==> src/rtl/div_ratio_meter.sv <==
// Recovers period/high time of a divided clock sampled on clk_in; reports one cycle after the closing rise.
// Free-running monitor with no backpressure: meas_valid and timeout are single-cycle pulses.
module div_ratio_meter #(
  parameter int W          = 8,
  parameter int MAX_PERIOD = 255,
  parameter int LOCK_COUNT = 2
) (
  input  logic         clk_in,
  input  logic         reset_n,
  input  logic         sig_in,
  output logic [W-1:0] period,
  output logic [W-1:0] high_time,
  output logic         meas_valid,
  output logic         even_duty,
  output logic         locked,
  output logic         timeout
);

  localparam int MW = (LOCK_COUNT < 2) ? 1 : $clog2(LOCK_COUNT + 1);
  localparam logic [W-1:0]  MAXP      = W'(MAX_PERIOD);
  localparam logic [MW-1:0] LC        = MW'(LOCK_COUNT);
  localparam logic          LOCK_INIT = (LOCK_COUNT == 1);

  typedef enum logic [1:0] {IDLE, ARMED, TRACK} state_t;

  state_t        r_state, w_state;
  logic          r_s_d;
  logic [W-1:0]  r_per_cnt, w_per_cnt;
  logic [W-1:0]  r_hi_cnt, w_hi_cnt;
  logic [MW-1:0] r_match_cnt, w_match_cnt;
  logic [W-1:0]  r_ref_per, w_ref_per;
  logic [W-1:0]  r_ref_hi, w_ref_hi;
  logic [W-1:0]  r_period, w_period;
  logic [W-1:0]  r_high, w_high;
  logic          r_valid, w_valid;
  logic          r_even, w_even;
  logic          r_locked, w_locked;
  logic          r_timeout, w_timeout;

  logic          w_rise;
  logic          w_even_new;
  logic          w_same_ref;
  logic [MW-1:0] w_match_inc;

  assign w_rise      = sig_in & ~r_s_d;
  assign w_even_new  = ~r_per_cnt[0] && (r_hi_cnt == (r_per_cnt >> 1));
  assign w_same_ref  = (r_per_cnt == r_ref_per) && (r_hi_cnt == r_ref_hi);
  assign w_match_inc = (r_match_cnt >= LC) ? r_match_cnt : r_match_cnt + MW'(1);

  always_comb begin
    w_state     = r_state;
    w_per_cnt   = r_per_cnt;
    w_hi_cnt    = r_hi_cnt;
    w_match_cnt = r_match_cnt;
    w_ref_per   = r_ref_per;
    w_ref_hi    = r_ref_hi;
    w_period    = r_period;
    w_high      = r_high;
    w_even      = r_even;
    w_locked    = r_locked;
    w_valid     = 1'b0;
    w_timeout   = 1'b0;

    case (r_state)
      IDLE: begin
        if (w_rise) begin
          w_per_cnt = W'(1);
          w_hi_cnt  = W'(1);
          w_state   = ARMED;
        end else begin
          w_per_cnt = '0;
          w_hi_cnt  = '0;
        end
      end

      ARMED, TRACK: begin
        // A rise on the MAX_PERIOD cycle is a valid measurement, so it takes priority.
        if (w_rise) begin
          w_per_cnt = W'(1);
          w_hi_cnt  = W'(1);
          w_period  = r_per_cnt;
          w_high    = r_hi_cnt;
          w_even    = w_even_new;
          w_valid   = 1'b1;
          w_state   = TRACK;
          if ((r_state == TRACK) && w_same_ref) begin
            w_match_cnt = w_match_inc;
            if (w_match_inc == LC) begin
              w_locked = 1'b1;
            end
          end else begin
            w_ref_per   = r_per_cnt;
            w_ref_hi    = r_hi_cnt;
            w_match_cnt = MW'(1);
            w_locked    = LOCK_INIT;
          end
        end else if (r_per_cnt == MAXP) begin
          w_timeout   = 1'b1;
          w_locked    = 1'b0;
          w_match_cnt = '0;
          w_per_cnt   = '0;
          w_hi_cnt    = '0;
          w_state     = IDLE;
        end else begin
          w_per_cnt = r_per_cnt + W'(1);
          w_hi_cnt  = r_hi_cnt + W'(sig_in);
        end
      end

      default: begin
        w_state   = IDLE;
        w_per_cnt = '0;
        w_hi_cnt  = '0;
      end
    endcase
  end

  always_ff @(posedge clk_in or negedge reset_n) begin
    if (!reset_n) begin
      r_state     <= IDLE;
      r_s_d       <= 1'b0;
      r_per_cnt   <= '0;
      r_hi_cnt    <= '0;
      r_match_cnt <= '0;
      r_ref_per   <= '0;
      r_ref_hi    <= '0;
      r_period    <= '0;
      r_high      <= '0;
      r_valid     <= 1'b0;
      r_even      <= 1'b0;
      r_locked    <= 1'b0;
      r_timeout   <= 1'b0;
    end else begin
      r_state     <= w_state;
      r_s_d       <= sig_in;
      r_per_cnt   <= w_per_cnt;
      r_hi_cnt    <= w_hi_cnt;
      r_match_cnt <= w_match_cnt;
      r_ref_per   <= w_ref_per;
      r_ref_hi    <= w_ref_hi;
      r_period    <= w_period;
      r_high      <= w_high;
      r_valid     <= w_valid;
      r_even      <= w_even;
      r_locked    <= w_locked;
      r_timeout   <= w_timeout;
    end
  end

  assign period     = r_period;
  assign high_time  = r_high;
  assign meas_valid = r_valid;
  assign even_duty  = r_even;
  assign locked     = r_locked;
  assign timeout    = r_timeout;

endmodule

==> config.mk <==
export PLATFORM = sky130hd
export DESIGN_NAME = div_ratio_meter
export DESIGN_NICKNAME = d
export VERILOG_FILES = /design/src/rtl/div_ratio_meter.sv
export SDC_FILE = /design/constraint.sdc
export NUM_CORES = 1
export LEC_CHECK = 0
export ABC_AREA = 1
export ABC_CLOCK_PERIOD_IN_PS = 4800
export BUFFER_PORTS_ARGS = -buffer_cell sky130_fd_sc_hd__buf_2
export CAP_MARGIN = 10
export CORE_ASPECT_RATIO = 0.7
export CORE_UTILIZATION = 55
export DETAILED_ROUTE_END_ITERATION = 8
export PLACE_DENSITY = 0.85
export SLEW_MARGIN = 40
export SYNTH_ARGS = -nofsm -noshare
export SYNTH_HDL_FRONTEND = slang
export SYNTH_SLANG_ARGS = --single-unit
export TNS_END_PERCENT = 10
==> constraint.sdc <==
create_clock -name clk_in -period 4.8 [get_ports clk_in]
set_clock_uncertainty 0.05 [all_clocks]
set_input_delay 0.48 -clock clk_in [delete_from_list [all_inputs] [get_ports clk_in]]
set_output_delay 0.48 -clock clk_in [all_outputs]
set_load 0.005 [all_outputs]
==> flow_metrics.env, run 1 <==
export IMPL_post_route_util=0.658
export IMPL_p_leak_uw=0.00174
export IMPL_wl_um=6800
export IMPL_clockBufferDepth=2
export IMPL_die_y_um=63.4
export IMPL_first_iter_violations=251
export IMPL_synth_warnings=0
export IMPL_wl_per_cell_um=14.5
export IMPL_cellPowerDensity_mw_per_mm2=484
export IMPL_yosysSeqAreaShare=0.481
export IMPL_fp_dieW_um=89.7
export IMPL_firstDrtPassIters=5
export IMPL_whs_ns=0.202
export IMPL_core_area_sq_mm=0.00497
export IMPL_grt_pass1_vias=2255
export IMPL_syn_avg_cell_area_sq_um=7.88
export IMPL_arrival_ns=2.44
export IMPL_finalCriticalPeriod_ns=2.26
export IMPL_track_usage=0.265
export IMPL_ctsRootBufferMaster="clkbuf_8"
export IMPL_synthCells=376
export IMPL_grt_ovfl_total=0
export IMPL_numPortBuffers=22
export IMPL_slew_violations=0
export IMPL_antenna_found_initial=0
export IMPL_num_rows=21
export IMPL_synth_nets=386
export IMPL_antenna_left=0
export IMPL_drc=0
export IMPL_cts_tree="yes"
export IMPL_die_area_sq_mm=0.00569
export IMPL_final_common_cell="nand2_1"
export IMPL_post_cts_setup_buffers=0
export IMPL_start_kind="flop"
export IMPL_cp_max_fo=39
export IMPL_gp_congestion=0.953
export IMPL_period_share=0.470
export IMPL_drive_gt1_frac=0.120
export IMPL_max_slew_worst_pin_slew_ns=0.722
export IMPL_fin_nets=406
export IMPL_max_freq_mhz=443
export IMPL_dp_hpwl_um=4900
export IMPL_path_clk_slew_ns=0.07
export IMPL_syn_cell_area_sq_mm=0.00296
export IMPL_status="finished, final reports clean"
export IMPL_finalSetupTns_ns=0
export IMPL_setup_violations=0
export IMPL_holdCritPathClass="in -> async"
export IMPL_design_area_sq_mm=0.00327
export IMPL_diodes=0
export IMPL_reg2reg_depth=8
export IMPL_vias=2459
export IMPL_clkLatencyLatePin_ns=0.35
export IMPL_floorplan_io_pins=23
export IMPL_via_per_inst=5.23
export IMPL_cts_made_buffers=9
export IMPL_placed_cell_area_sq_mm=0.00306
export IMPL_cts_num_sinks=57
export IMPL_holdBufCountCts=0
export IMPL_rsz0062_at_grt="no"
export IMPL_ir_drop_uv=237
export IMPL_most_common_layout_cells="nand2_1 (126), dfrtp_1 (57), inv_1 (41), nor2_1 (38), nand3_1 (26)"
export IMPL_grt_first_pass_wirelength_um=11200
export IMPL_cap_violations=0
export IMPL_h_tree_depth=3
export IMPL_area_delta_synth_final_pct=10.2
export IMPL_fin_total_pwr_uw=1580
export IMPL_critPathCaptureType="flop"
export IMPL_cts_resized=0
export IMPL_relSlewSlack=0.518
export IMPL_cp_required_ns=4.98
export IMPL_grt_max_degree=58
export IMPL_ys_ff_latch=57
export IMPL_synth_cell_types=28
export IMPL_finalHoldViolations=0
export IMPL_crit_type="reg -> reg"
export IMPL_start_util=0.597
[metal layers]
layer / vias to the layer above / wire, um / track usage
li1: 1214 / - / -
met1: 1122 / 3390 / 0.402
met2: 115 / 2660 / 0.356
met3: 8 / 669 / 0.0761
met4: 0 / 84 / 0.0963
met5: - / 0 / 0
[where the power goes]
part	switching (uW)	leakage (uW)	internal, uW
sequential	73.3	0.000776	555
combinational	304	0.000857	166
clock	194	0.000106	289
total	571	0.00174	1010
[synth_stat cells]
cell	instances	area (sq um)
dfrtp_1	57	1430
o21ai_1	1	5.00
nand2_1	126	473
nor3_1	7	35.0
a31oi_1	3	18.8
nand3_1	26	130
clkbuf_2	2	10.0
xor2_1	9	78.8
nand2_2	1	6.26
nand2_4	1	11.3
clkbuf_8	1	13.8
a21oi_1	1	5.00
buf_6	4	45.0
inv_1	41	154
clkbuf_1	4	15.0
ha_1	7	87.6
nand4_1	5	31.3
nor3b_1	3	22.5
a21oi_2	1	8.76
nor2_1	38	143
o21ai_0	21	105
buf_12	1	20.0
nor2_2	2	12.5
nand3b_1	2	15.0
nand2_8	1	20.0
xnor2_1	5	43.8
inv_2	3	11.3
buf_2	3	15.0
[flip-flops by register name, indices dropped and copies added, names as in the netlist]
signal and cells:
high_time 8, period 8, r_hi_cnt 8, r_per_cnt 8
r_ref_hi 8, r_ref_per 8, r_match_cnt 2, r_state 2
even_duty 1, locked 1, meas_valid 1, r_s_d 1
timeout 1
[layout make-up]
cell class / count / area (sq um)
clock buffer: 10 / 128
clock inverter: 6 / 82.6
fill: 423 / 1700
inverter: 44 / 165
multi-input combinational: 260 / 1250
sequential: 57 / 1430
tap: 69 / 86.3
timing repair buffer: 24 / 125
[worst max-delay path, stage by stage, from the launching register on]
cell     delay [ns]
dfrtp_1        0.43
inv_1          0.06
ha_1           0.35
nand2_1        0.07
buf_4          0.25
inv_1          0.57
nand2_8        0.17
nand2_1        0.11
nand2_1        0.06
[kinds of logic (layout without fill, tap and decap cells)]
group | Yosys count | in the layout | synth area share
fa+ha+maj | 7 | 7 | 0.0296
compound gates | 27 | 27 | 0.0481
simple gates | 212 | 212 | 0.304
buf+inv | 59 | 84 | 0.0959
xor+xnor | 14 | 14 | 0.0414
flops | 57 | 57 | 0.481
[worst paths after layout]
check                              from  slack, ns            to
max in group asynchronous       reset_n       4.02  r_ref_per[3]
hold reg to reg            high_time[3]       0.43  high_time[3]
min in group clk_in              sig_in       0.21         r_s_d
hold / removal                  reset_n       0.20  r_per_cnt[3]
setup reg to reg             r_state[1]       2.54  r_ref_per[4]
setup / recovery             r_state[1]       2.54  r_ref_per[4]
[per-stage QoR]
stage	setup WS (ns)	instances
after floorplan	3.15	376
after global placement	2.65	454
after detailed placement	2.53	454
after CTS	2.56	470
after global routing	2.37	470
final	2.54	470
Power figures use the tool's default switching activity.
==> inputs of run 2 (changes only) <==
--- a/config.mk
+++ b/config.mk
@@ -6,7 +6,7 @@
 export NUM_CORES = 1
 export LEC_CHECK = 0
 export ABC_AREA = 1
-export ABC_CLOCK_PERIOD_IN_PS = 4800
+export ABC_CLOCK_PERIOD_IN_PS = 2150
 export BUFFER_PORTS_ARGS = -buffer_cell sky130_fd_sc_hd__buf_2
 export CAP_MARGIN = 10
 export CORE_ASPECT_RATIO = 0.7
==> constraint.sdc (replaced) <==
create_clock -name clk_in -period 2.15 [get_ports clk_in]
set_clock_uncertainty 0.05 [all_clocks]
set_input_delay 0.215 -clock clk_in [delete_from_list [all_inputs] [get_ports clk_in]]
set_output_delay 0.215 -clock clk_in [all_outputs]
set_load 0.005 [all_outputs]
==> run 2 against run 1 <==
Effect of this change:
- fmax rose by 20%
- register-to-register slack got worse by 2.3 ns
- via count rose by 2.2%
- sequential power rose by 120%
- first-iteration DRC count rose by 30%
- global-route usage rose by 0.56 points
- sequential share of layout area fell by 0.48 points
- critical path depth fell by 1
- flip-flop and latch count did not move
- total power rose by 120%
- clock power rose by 98%
==> flow_metrics.env, run 2 (synthesis gave the netlist of run 1 again) <==
export IMPL_status="finished, final reports clean"
export IMPL_floorplan_io_pins=23
export IMPL_finalCriticalPeriod_ns=1.88
export IMPL_start_util=0.597
export IMPL_ir_drop_uv=565
export IMPL_design_area_sq_mm=0.00330
export IMPL_fp_dieW_um=89.7
export IMPL_cellPowerDensity_mw_per_mm2=1050
export IMPL_dp_hpwl_um=5060
export IMPL_relSlewSlack=0.553
export IMPL_slew_violations=0
export IMPL_reg2reg_to="r_hi_cnt[7]"
export IMPL_cp_max_fo=8
export IMPL_cts_made_buffers=9
export IMPL_cts_tree="yes"
export IMPL_grt_max_degree=39
export IMPL_grt_ovfl_total=0
export IMPL_cts_num_sinks=57
export IMPL_clockBufferDepth=2
export IMPL_firstDrtPassIters=5
export IMPL_core_area_sq_mm=0.00497
export IMPL_start_kind="flop"
export IMPL_drc=0
export IMPL_final_seq_area_sq_mm=0.00143
export IMPL_wl_um=6880
export IMPL_arrival_ns=2.05
export IMPL_setup_violations=0
export IMPL_numPortBuffers=22
export IMPL_critPathCaptureType="flop"
export IMPL_die_area_sq_mm=0.00569
export IMPL_gp_congestion=0.989
export IMPL_diodes=0
export IMPL_multiInputGateArea_sq_mm=0.00125
export IMPL_ctsRootBufferMaster="clkbuf_8"
export IMPL_post_cts_setup_buffers=0
export IMPL_p_leak_uw=0.00176
export IMPL_crit_type="reg -> reg"
export IMPL_h_tree_depth=3
export IMPL_rrSetupSlack_ns=0.27
export IMPL_first_iter_violations=327
export IMPL_max_slew_worst_pin_slew_ns=0.670
export IMPL_finalSetupTns_ns=0
export IMPL_die_y_um=63.4
export IMPL_max_freq_mhz=533
export IMPL_via_per_inst=5.29
export IMPL_period_share=0.873
export IMPL_holdCritPathClass="in -> async"
export IMPL_antenna_left=0
export IMPL_reg2reg_from="r_per_cnt[1]"
export IMPL_fin_nets=412
export IMPL_grt_first_pass_wirelength_um=11500
export IMPL_cap_violations=0
export IMPL_area_delta_synth_final_pct=11.4
export IMPL_path_clk_slew_ns=0.07
export IMPL_wl_per_cell_um=14.5
export IMPL_placed_cell_area_sq_mm=0.00310
export IMPL_final_common_cell="nand2_1"
export IMPL_grt_pass1_vias=2302
export IMPL_antenna_found_initial=0
export IMPL_track_usage=0.271
export IMPL_cts_resized=0
export IMPL_finalHoldViolations=0
export IMPL_clkLatencyLatePin_ns=0.34
export IMPL_drive_gt1_frac=0.128
export IMPL_rsz0062_at_grt="no"
export IMPL_most_common_layout_cells="nand2_1 (126), dfrtp_1 (57), inv_1 (41), nor2_1 (38), nand3_1 (26)"
export IMPL_reg2reg_depth=7
export IMPL_cp_required_ns=2.32
export IMPL_fillCellCount=423
export IMPL_vias=2513
export IMPL_num_rows=21
## run 2: cell count changes in the layout (fill, tap and decap cells not counted), sizes merged
cell	change
clkbuf	-1
buf	+4
bufinv	-1
clkinvlp	+1
dlygate4sd3	+2
## run 2: worst max-delay path by stage
| stage | start | to | slack (ns) |
|---|---|---|---|
| floorplan | r_state[0] | high_time[0] | 0.50 |
| global placement | r_state[1] | r_hi_cnt[5] | 0.41 |
| detailed placement | r_per_cnt[1] | r_hi_cnt[7] | 0.35 |
| CTS | r_state[0] | r_hi_cnt[5] | 0.32 |
| global route | sig_in | r_ref_hi[7] | 0.12 |
| finish | r_per_cnt[1] | r_hi_cnt[7] | 0.27 |
## run 2: per-stage QoR
stage	hold WS [ns]	cells	setup WS, ns	util	power (uW)
after floorplan	-0.131	376	0.497	-	2210
after global placement	0.233	458	0.412	0.624	2450
after detailed placement	0.240	458	0.348	0.624	2500
after CTS	0.414	475	0.316	0.665	3450
after global routing	0.461	475	0.122	0.665	3690
final	0.383	475	0.272	0.665	3460
## run 2: critical path, cell delays in order, from the launching register on
cell	delay, ns
dfrtp_1	0.41
ha_1	0.22
nand2_1	0.07
nor2_1	0.30
nand2_1	0.17
nand3b_1	0.27
buf_4	0.21
nor3_1	0.06
## run 2: what timing repair did
| action | in CTS | in global routing |
|---|---|---|
| endpoints found under the hold margin | 29 | 0 |
| setup endpoints to repair | 0 | 0 |
| hold buffers | 2 | 0 |
## run 2: power by group
group	total [uW]	switching, uW	internal [uW]
logic	1130	723	406
clock network	955	434	521
registers	1380	137	1240
total	3460	1290	2160
## run 2: area by class of cell
cell class | instances | area share
sequential | 57 | 0.432
inverter | 44 | 0.0500
multi-input combinational | 260 | 0.379
clock inverter | 6 | 0.0182
tap | 69 | 0.0261
clock buffer | 9 | 0.0375
timing repair buffer | 30 | 0.0568
## run 2: per-layer routing
layer | up-vias | part of all wire | global-route usage
li1 | 1221 | - | -
met1 | 1158 | 0.48 | 0.403
met2 | 121 | 0.41 | 0.373
met3 | 13 | 0.087 | 0.0845
met4 | 0 | 0.017 | 0.0840
met5 | - | 0 | 0
==> inputs of run 3 (changes only) <==
==> constraint.sdc (replaced) <==
create_clock -name clk_in -period 2.15 [get_ports clk_in]
set_clock_uncertainty 0.05 [all_clocks]
set_input_delay 0.43 -clock clk_in [delete_from_list [all_inputs] [get_ports clk_in]]
set_output_delay 0.43 -clock clk_in [all_outputs]
set_load 0.005 [all_outputs]
==> run 3 against run 2 <==
Effect of this change:
- the flow now finishes with violations (negative hold slack)
- clock power increased by 4.0%
- largest power group unchanged
- flip-flop and latch count unchanged
- wire length decreased by 2.7%
- first-iteration DRC count decreased by 41%
- die area unchanged
- final cell count unchanged
- fmax decreased by 4.0%
- via count decreased by 0.24%
- worst setup slack got worse by 0.079 ns
- non-clock buffer count decreased by 1
- clock-buffer cell count increased by 2
==> flow_metrics.env, run 3 (synthesis gave the netlist of run 1 again) <==
export IMPL_status="complete, but fails checks"
export IMPL_violations="negative hold slack"
export IMPL_post_cts_setup_buffers=0
export IMPL_period_share=0.910
export IMPL_rsz0062_at_grt="no"
export IMPL_ctsRootBufferMaster="clkbuf_8"
export IMPL_reg2reg_from="r_state[1]"
export IMPL_antenna_found_initial=0
export IMPL_cts_made_buffers=9
export IMPL_via_per_inst=5.28
export IMPL_firstDrtPassIters=5
export IMPL_critPathSlowestCell="nand3b_1"
export IMPL_grt_max_degree=36
export IMPL_cp_required_ns=2.35
export IMPL_arrival_ns=2.16
export IMPL_floorplan_io_pins=23
export IMPL_fillCellCount=422
export IMPL_drive_gt1_frac=0.131
export IMPL_drc=0
export IMPL_antenna_left=0
export IMPL_fin_nets=411
export IMPL_finalCriticalPeriod_ns=1.96
export IMPL_die_area_sq_mm=0.00569
export IMPL_gp_congestion=0.952
export IMPL_cellPowerDensity_mw_per_mm2=1050
export IMPL_most_common_layout_cells="nand2_1 (126), dfrtp_1 (57), inv_1 (41), nor2_1 (38), nand3_1 (26)"
export IMPL_vias=2507
export IMPL_core_area_sq_mm=0.00497
export IMPL_setup_violations=0
export IMPL_grt_pass1_vias=2263
export IMPL_design_area_sq_mm=0.00330
export IMPL_track_usage=0.263
export IMPL_fp_dieW_um=89.7
export IMPL_startpoint="r_state[1]"
export IMPL_whs_ns=-0.0105
export IMPL_critPathBufInv=2
export IMPL_cp_cell_sequence="inv_1, ha_1, inv_1, nor2_1, nand3b_1, nor3_1"
export IMPL_clkLatencyLatePin_ns=0.35
export IMPL_holdCritPathClass="in -> async"
export IMPL_max_freq_mhz=511
export IMPL_clockBufferDepth=2
export IMPL_start_util=0.597
export IMPL_cts_num_sinks=57
export IMPL_die_y_um=63.4
export IMPL_wl_per_cell_um=14.1
export IMPL_grt_first_pass_wirelength_um=11200
export IMPL_worst_path_most_repeated_cell="inv_1"
export IMPL_dp_hpwl_um=5030
export IMPL_cap_violations=0
export IMPL_start_kind="flop"
export IMPL_holdBufCountCts=0
export IMPL_crit_type="reg -> reg"
export IMPL_p_leak_uw=0.00176
export IMPL_finalSetupTns_ns=0
export IMPL_cts_resized=0
export IMPL_numPortBuffers=22
export IMPL_relSlewSlack=0.635
export IMPL_h_tree_depth=3
export IMPL_diodes=0
export IMPL_wl_um=6690
export IMPL_max_slew_worst_pin_slew_ns=0.546
export IMPL_num_rows=21
export IMPL_critPathMaxStageDelay_ns=0.41
export IMPL_grt_ovfl_total=0
export IMPL_ir_drop_uv=719
export IMPL_critPathCaptureType="flop"
export IMPL_first_iter_violations=193
export IMPL_area_delta_synth_final_pct=11.4
export IMPL_cts_tree="yes"
export IMPL_placed_cell_area_sq_mm=0.00311
export IMPL_cp_max_fo=13
export IMPL_finalHoldViolations=10
export IMPL_slew_violations=0
export IMPL_path_clk_slew_ns=0.07
export IMPL_critPathTopFamily="simple AND/OR/NAND/NOR gates"
export IMPL_final_common_cell="nand2_1"
==> run 3: report_power, final <==
| part | leakage [uW] | switching [uW] | internal [uW] |
|---|---|---|---|
| logic | 0.000888 | 709 | 388 |
| registers | 0.000776 | 131 | 1240 |
| clock network | 0.0000953 | 432 | 562 |
==> run 3: area by class of cell <==
| class | count | area, sq um | share of cell area |
|---|---|---|---|
| Multi-Input combinational cell | 260 | 1250 | 0.379 |
| Clock buffer | 11 | 141 | 0.0428 |
| Tap cell | 69 | 86.3 | 0.0261 |
| Sequential cell | 57 | 1430 | 0.432 |
| Clock inverter | 5 | 55.1 | 0.0167 |
| Timing Repair Buffer | 29 | 175 | 0.0531 |
| Inverter | 44 | 165 | 0.0500 |
==> run 3: worst paths after layout <==
check	end	slack, ns	depth (start not counted)
max	r_hi_cnt[7]	0.19	6
min	r_per_cnt[3]	-0.01	1
max reg2reg	r_hi_cnt[7]	0.19	6
min reg2reg	r_ref_per[0]	0.43	2
max in group asynchronous	r_state[1]	1.48	2
min in group clk_in	r_s_d	0.17	1
==> run 3: worst reg2reg max path: stages, from the launching register on <==
cell and delay [ns]:
dfrtp_1 0.39, inv_1 0.06, ha_1 0.36, inv_1 0.11, nor2_1 0.17, nand3b_1 0.41
nor3_1 0.33
==> run 3: stage by stage <==
stage	setup slack (ns)	hold WS (ns)	utilization	instances	power, uW
2_1_floorplan	0.497	0.0844	-	376	2210
3_3_place_gp	0.366	0.374	0.625	459	2430
3_5_place_dp	0.236	0.381	0.625	459	2470
4_1_cts	0.196	0.00612	0.665	475	3470
5_1_grt	0.0479	0.0183	0.665	475	3710
6_report	0.194	-0.0105	0.665	475	3460
==> run 3: metal layers <==
| metal | global-route usage | up-vias | part of all wire |
|---|---|---|---|
| met5 | 0 | - | 0 |
| met4 | 0.0738 | 0 | 0.013 |
| met1 | 0.402 | 1174 | 0.50 |
| li1 | - | 1215 | - |
| met2 | 0.357 | 109 | 0.40 |
| met3 | 0.0809 | 9 | 0.087 |
